File: config.mk
export PLATFORM = sky130hd
export DESIGN_NAME = psum_accumulator_flat
export DESIGN_NICKNAME = d
export VERILOG_FILES = /design/src/rtl/sparhixcel_pkg.sv /design/src/rtl/psum_accumulator_if.sv /design/src/rtl/adder_without_en.sv /design/src/rtl/psum_accumulator.sv /design/src/flat_wrapper.sv
export SDC_FILE = /design/constraint.sdc
export NUM_CORES = 1
export LEC_CHECK = 0
export ABC_AREA = 1
export CORE_ASPECT_RATIO = 0.7
export CORE_MARGIN = 3
export CORE_UTILIZATION = 45
export CTS_CLUSTER_SIZE = 28
export DETAILED_ROUTE_END_ITERATION = 16
export GPL_TIMING_DRIVEN = 0
export HOLD_SLACK_MARGIN = 0.03
export PLACE_DENSITY = 0.7
export SKIP_LAST_GASP = 1
export SLEW_MARGIN = 15
export SYNTH_ARGS = -nofsm -noshare
export SYNTH_HDL_FRONTEND = slang
export SYNTH_SLANG_ARGS = --single-unit
File: constraint.sdc
create_clock -name clk -period 5.2 [get_ports clk]
set_clock_uncertainty 0.15 [all_clocks]
set_input_delay 1.3 -clock clk [delete_from_list [all_inputs] [get_ports clk]]
set_output_delay 1.3 -clock clk [all_outputs]
set_load 0.01 [all_outputs]
File: src/rtl/sparhixcel_pkg.sv
// rtl/sparhixcel_pkg.sv - shared saturation limits and accumulator FSM encoding
package sparhixcel_pkg;

    typedef enum logic {
        ST_ACC  = 1'b0,
        ST_HOLD = 1'b1
    } state_t;

    // Limits are returned 64 bits wide; callers keep the low w bits.
    function automatic logic [63:0] sat_max(input int w);
        return (64'd1 << (w - 1)) - 64'd1;
    endfunction

    function automatic logic [63:0] sat_min(input int w);
        return 64'd1 << (w - 1);
    endfunction

endpackage

File: src/rtl/psum_accumulator_if.sv
// rtl/psum_accumulator_if.sv - term input / window sum output handshake bundle
interface psum_accumulator_if #(
    parameter int W = 16
);
    logic         clear_i;
    logic         in_valid_i;
    logic         in_ready_o;
    logic [W-1:0] data_i;
    logic         out_valid_o;
    logic         out_ready_i;
    logic [W-1:0] psum_o;
    logic         ovf_o;

    modport master (
        output clear_i, in_valid_i, data_i, out_ready_i,
        input  in_ready_o, out_valid_o, psum_o, ovf_o
    );

    modport slave (
        input  clear_i, in_valid_i, data_i, out_ready_i,
        output in_ready_o, out_valid_o, psum_o, ovf_o
    );
endinterface

File: src/rtl/adder_without_en.sv
// rtl/adder_without_en.sv - combinational unsigned adder with carry out
module adder_without_en #(
    parameter int W = 16
) (
    input  logic [W-1:0] a_i,
    input  logic [W-1:0] b_i,
    output logic [W-1:0] s_o,
    output logic         c_o
);
    assign {c_o, s_o} = {1'b0, a_i} + {1'b0, b_i};
endmodule

File: src/rtl/psum_accumulator.sv
// rtl/psum_accumulator.sv - saturating fixed-point window accumulator, ACC_LEN terms per output
module psum_accumulator
    import sparhixcel_pkg::*;
#(
    parameter int I_WIDTH = 8,
    parameter int F_WIDTH = 8,
    parameter int ACC_LEN = 9
) (
    input  logic              clk,
    input  logic              rst,
    psum_accumulator_if.slave bus
);
    localparam int W  = I_WIDTH + F_WIDTH;
    localparam int CW = $clog2(ACC_LEN + 1);
    localparam logic [63:0]   SAT_MAX_L = sat_max(W);
    localparam logic [63:0]   SAT_MIN_L = sat_min(W);
    localparam logic [W-1:0]  SAT_MAX   = SAT_MAX_L[W-1:0];
    localparam logic [W-1:0]  SAT_MIN   = SAT_MIN_L[W-1:0];
    localparam logic [CW-1:0] CNT_LAST  = CW'(ACC_LEN - 1);

    state_t        state;
    logic [CW-1:0] cnt;
    logic [W-1:0]  acc;
    logic          ovf;
    logic          in_ready_r;
    logic          out_valid_r;

    logic [W-1:0]  sum;
    logic          carry_unused;
    logic          ovf_now;
    logic [W-1:0]  sat_sum;
    logic          first_term;
    logic          last_term;

    adder_without_en #(.W(W)) u_add (
        .a_i (acc),
        .b_i (bus.data_i),
        .s_o (sum),
        .c_o (carry_unused)
    );

    // Two's-complement overflow: like-signed operands producing an opposite-signed sum.
    assign ovf_now    = (acc[W-1] == bus.data_i[W-1]) && (sum[W-1] != acc[W-1]);
    assign sat_sum    = ovf_now ? (acc[W-1] ? SAT_MIN : SAT_MAX) : sum;
    assign first_term = (cnt == '0);
    assign last_term  = (cnt == CNT_LAST);

    always_ff @(posedge clk) begin
        if (rst) begin
            state       <= ST_ACC;
            cnt         <= '0;
            acc         <= '0;
            ovf         <= 1'b0;
            in_ready_r  <= 1'b1;
            out_valid_r <= 1'b0;
        end else begin
            case (state)
                ST_ACC: begin
                    if (bus.clear_i) begin
                        cnt <= '0;
                        acc <= '0;
                        ovf <= 1'b0;
                    end else if (bus.in_valid_i) begin
                        acc <= first_term ? bus.data_i : sat_sum;
                        ovf <= first_term ? 1'b0 : (ovf | ovf_now);
                        if (last_term) begin
                            state       <= ST_HOLD;
                            in_ready_r  <= 1'b0;
                            out_valid_r <= 1'b1;
                        end else begin
                            cnt <= cnt + CW'(1);
                        end
                    end
                end
                ST_HOLD: begin
                    // Window result is frozen here; clear_i and new terms are ignored.
                    if (bus.out_ready_i) begin
                        state       <= ST_ACC;
                        cnt         <= '0;
                        ovf         <= 1'b0;
                        in_ready_r  <= 1'b1;
                        out_valid_r <= 1'b0;
                    end
                end
                default: state <= ST_ACC;
            endcase
        end
    end

    assign bus.in_ready_o  = in_ready_r;
    assign bus.out_valid_o = out_valid_r;
    assign bus.psum_o      = acc;
    assign bus.ovf_o       = ovf;
endmodule

File: src/flat_wrapper.sv
// flat-port wrapper written by rule: the top's interface ports become plain ports
module psum_accumulator_flat import sparhixcel_pkg::*;
#(
    parameter int I_WIDTH = 8,
    parameter int F_WIDTH = 8,
    parameter int ACC_LEN = 9
)
  (clk, rst, bus_clear_i, bus_in_valid_i, bus_data_i, bus_out_ready_i, bus_in_ready_o, bus_out_valid_o, bus_psum_o, bus_ovf_o);
  psum_accumulator_if #(.W(16)) bus_i ();
  input  logic clk;
  input  logic rst;
  input wire logic [$bits(bus_i.clear_i)-1:0] bus_clear_i;
  input wire logic [$bits(bus_i.in_valid_i)-1:0] bus_in_valid_i;
  input wire logic [$bits(bus_i.data_i)-1:0] bus_data_i;
  input wire logic [$bits(bus_i.out_ready_i)-1:0] bus_out_ready_i;
  output wire logic [$bits(bus_i.in_ready_o)-1:0] bus_in_ready_o;
  output wire logic [$bits(bus_i.out_valid_o)-1:0] bus_out_valid_o;
  output wire logic [$bits(bus_i.psum_o)-1:0] bus_psum_o;
  output wire logic [$bits(bus_i.ovf_o)-1:0] bus_ovf_o;
  assign bus_i.clear_i = bus_clear_i;
  assign bus_i.in_valid_i = bus_in_valid_i;
  assign bus_i.data_i = bus_data_i;
  assign bus_i.out_ready_i = bus_out_ready_i;
  assign bus_in_ready_o = bus_i.in_ready_o;
  assign bus_out_valid_o = bus_i.out_valid_o;
  assign bus_psum_o = bus_i.psum_o;
  assign bus_ovf_o = bus_i.ovf_o;
  psum_accumulator #(.I_WIDTH(I_WIDTH), .F_WIDTH(F_WIDTH), .ACC_LEN(ACC_LEN)) u_core (.clk(clk), .rst(rst), .bus(bus_i));
endmodule
==> flow_metrics.env <==
export IMPL_p_seq_frac=0.369
export IMPL_syn_inst=291
export IMPL_dp_slack_ps=1450
export IMPL_drv_slew=0
export IMPL_ctsResizeCount=0
export IMPL_syn_to_final_growth_pct=26.6
export IMPL_min_to="u_core.bus.out_valid_o"
export IMPL_crit_type="input pin to flop"
export IMPL_path_cells="clkdlybuf4s50_1, ha_1, a21oi_1, nand2_1, a21oi_4, nand2_4, a21oi_4, buf_6, nand2_1, o211ai_1, a21oi_1"
export IMPL_core_um2=4070
export IMPL_finalCriticalPeriod_ps=3490
export IMPL_rr_endpoint="u_core.bus.psum_o[0]"
export IMPL_syn_area_um2=1980
export IMPL_first_global_vias=1857
export IMPL_dp_hpwl_um=4080
export IMPL_internal_power_mw=0.366
export IMPL_setup_violations=0
export IMPL_nets=374
export IMPL_grt_pass1_wl_um=8940
export IMPL_htree_levels=1
export IMPL_path_max_fanout=10
export IMPL_antenna_found_initial=0
export IMPL_totalPowerFinal_mw=0.536
export IMPL_die_w_um=85.3
export IMPL_cts_clk_slew_worst_paths_ps=90
export IMPL_firstDrtPassIters=4
export IMPL_start_util=0.488
export IMPL_fmax_mhz=286
export IMPL_hold_worst_slack_ps=306
export IMPL_tightestPinTransition_ps=821
export IMPL_wl_per_cell_um=13.4
export IMPL_fin_setup_tns_ps=0
export IMPL_rr_worst_depth=12
export IMPL_synth_top_area_frac=0.242
export IMPL_synth_seq_cells=24
export IMPL_hold_violations=0
export IMPL_cp_arrival_ps=3480
export IMPL_ant_nets=0
export IMPL_hold_buffers=0
export IMPL_dr_first_iter_drc_count=163
export IMPL_grt_max_degree=15
export IMPL_outcome="finished clean"
export IMPL_drc=0
export IMPL_cts_buffer_depth=2
export IMPL_die_area_um2=5250
export IMPL_switchingPower_mw=0.171
export IMPL_via_per_inst=5.26
export IMPL_synthesis_nets=330
export IMPL_ys_flop_type="dfxtp_1"
export IMPL_critPathMaxStageDelay_ps=440
export IMPL_diodes=0
export IMPL_clkLatencyLatePin_ps=280
export IMPL_clkSinkCount=24
export IMPL_cts_buffers=3
export IMPL_cts_tree="yes"
export IMPL_final_core_util=0.617
export IMPL_cts_root_buffer="clkbuf_8"
export IMPL_p_leak_nw=1.10
export IMPL_hp_class="flop to flop"
export IMPL_async_reset_ff_frac=0
export IMPL_power_frac_comb=0.315
export IMPL_cp_required_ps=5190
export IMPL_wirelength_um=5160
export IMPL_vdd_drop_max_mv=0.139
export IMPL_yosys_top_cells_area="dfxtp_1 (24%), nand2_1 (15%), ha_1 (11%), a21oi_1 (6.6%), inv_1 (4.7%)"
export IMPL_layout_setup_ws_ps=1710
export IMPL_rsz0062_at_grt="no"
export IMPL_startpoint_type="input pin"
export IMPL_setup_worst_path_end_class="flop"
export IMPL_vias=2031
export IMPL_max_cap_violations=0
export IMPL_gp_congestion=0.927
export IMPL_swShare=0.319
export IMPL_fin_crit_sh=0.671
export IMPL_fill_cells=392
export IMPL_io_pins=40
export IMPL_power_density_nw_per_um2=214
export IMPL_slowest_stage="clkdlybuf4s50_1"
export IMPL_port_buffers=39
export IMPL_synth_distinct_cells=39
export IMPL_relSlewSlack=0.448
export IMPL_yosysSeqAreaShare=0.242
export IMPL_r2r_slack_ps=2820
export IMPL_path_buf_inv=2
export IMPL_die_height_um=61.5
export IMPL_synthTopCellsByCount="nand2_1 (81), a21oi_1 (26), inv_1 (25), dfxtp_1 (24), nor2_1 (24)"
export IMPL_drive_gt1_frac=0.0808
export IMPL_hp_start="u_core.bus.out_valid_o"
export IMPL_grt_usage=0.212
export IMPL_synth_edf_count=0
export IMPL_num_rows=19
export IMPL_hold_path_depth=2
export IMPL_synth_avg_cell_area_um2=6.81
export IMPL_p_clk_frac=0.316
export IMPL_synth_area_leader_cell="dfxtp_1"
export IMPL_ys_warn_count=0
export IMPL_r2r_start="u_core.bus.psum_o[6]"
export IMPL_postCtsSetupBuffers=0
export IMPL_path_delay_family="compound AO/OA/AOI/OAI gates"
export IMPL_gr_total_overflow=0
export IMPL_yosysMostFrequentCell="nand2_1"
[cell type report]
class	instances	area (um2)	share of cell area
multi-input combinational	233	1360	0.543
sequential	24	480	0.192
timing repair buffer	39	390	0.156
inverter	29	114	0.0454
tap	52	65.1	0.0259
clock buffer	3	41.3	0.0165
clock inverter	1	30.0	0.0120
buffer	5	26.3	0.0105
[state kept, by name, summed over array words and instances, names as in the netlist]
name / cells
u_core.bus.in_ready_o: 1
u_core.bus.out_valid_o: 1
u_core.bus.ovf_o: 1
u_core.bus.psum_o: 16
u_core.cnt: 4
u_core.state: 1
[power by group through the flow]
| stage | combinational (mW) | sequential [mW] | clock (mW) |
|---|---|---|---|
| after floorplan | 0.107 | 0.204 | 0 |
| after global placement | 0.165 | 0.202 | 0 |
| after detailed placement | 0.167 | 0.202 | 0 |
| after CTS | 0.168 | 0.198 | 0.175 |
| after global routing | 0.190 | 0.199 | 0.180 |
| final | 0.169 | 0.198 | 0.170 |
[metal layers]
layer,share of wire,vias to the layer above,global-route usage
li1,-,1064,-
met1,0.55,902,0.331
met2,0.39,63,0.311
met3,0.056,2,0.0374
met4,0.0037,0,0.0203
met5,0,-,0
[worst max-delay path by stage]
stage,from,end,cells after the start
finish,bus_data_i[10],u_core.bus.psum_o[0],11
global route,bus_data_i[10],u_core.bus.psum_o[0],13
CTS,bus_data_i[10],u_core.bus.psum_o[0],11
detailed placement,bus_data_i[10],u_core.bus.psum_o[0],11
global placement,bus_data_i[10],u_core.bus.psum_o[0],11
floorplan,bus_data_i[10],u_core.bus.psum_o[8],12
[cells in the final DEF, fill, tap and decap left out, types with 3 or more instances in the layout]
cell / netlist / layout
inv_2: 3 / 3
ha_1: 17 / 17
o21ai_2: 3 / 3
dfxtp_1: 24 / 24
nand2_2: 3 / 3
nor3_1: 5 / 5
inv_1: 25 / 25
o21ai_0: 8 / 8
o211ai_1: 8 / 8
nor2_1: 24 / 24
nand2_1: 81 / 81
xnor2_1: 6 / 6
a21oi_1: 26 / 26
clkbuf_8: 0 / 3
a31oi_1: 3 / 3
a21oi_2: 5 / 5
clkbuf_1: 4 / 4
clkdlybuf4s50_1: 0 / 39
a21o_1: 4 / 4
xor2_1: 4 / 4
nand3_1: 13 / 13
[per-stage QoR]
step | area (um2) | std cells
after floorplan | 1980 | 291
after global placement | 2440 | 382
after detailed placement | 2440 | 382
after CTS | 2510 | 386
after global routing | 2510 | 386
final | 2510 | 386
[tightest hold or removal path, cell delays in order, from the launching register on]
cell and delay (ps):
dfxtp_1 320, nand2_1 60, nand2_1 40
[cells by family (layout without fill, tap and decap cells)]
| family | count (synthesis) | after routing | synth area share |
|---|---|---|---|
| flip-flops | 24 | 24 | 0.242 |
| XOR/XNOR | 10 | 10 | 0.0442 |
| buffers and inverters | 34 | 77 | 0.0707 |
| AO/OA/AOI/OAI | 68 | 68 | 0.225 |
| adder cells (fa/ha/maj) | 18 | 18 | 0.117 |
| AND/OR/NAND/NOR | 137 | 137 | 0.301 |
Power figures use the tool's default switching activity.
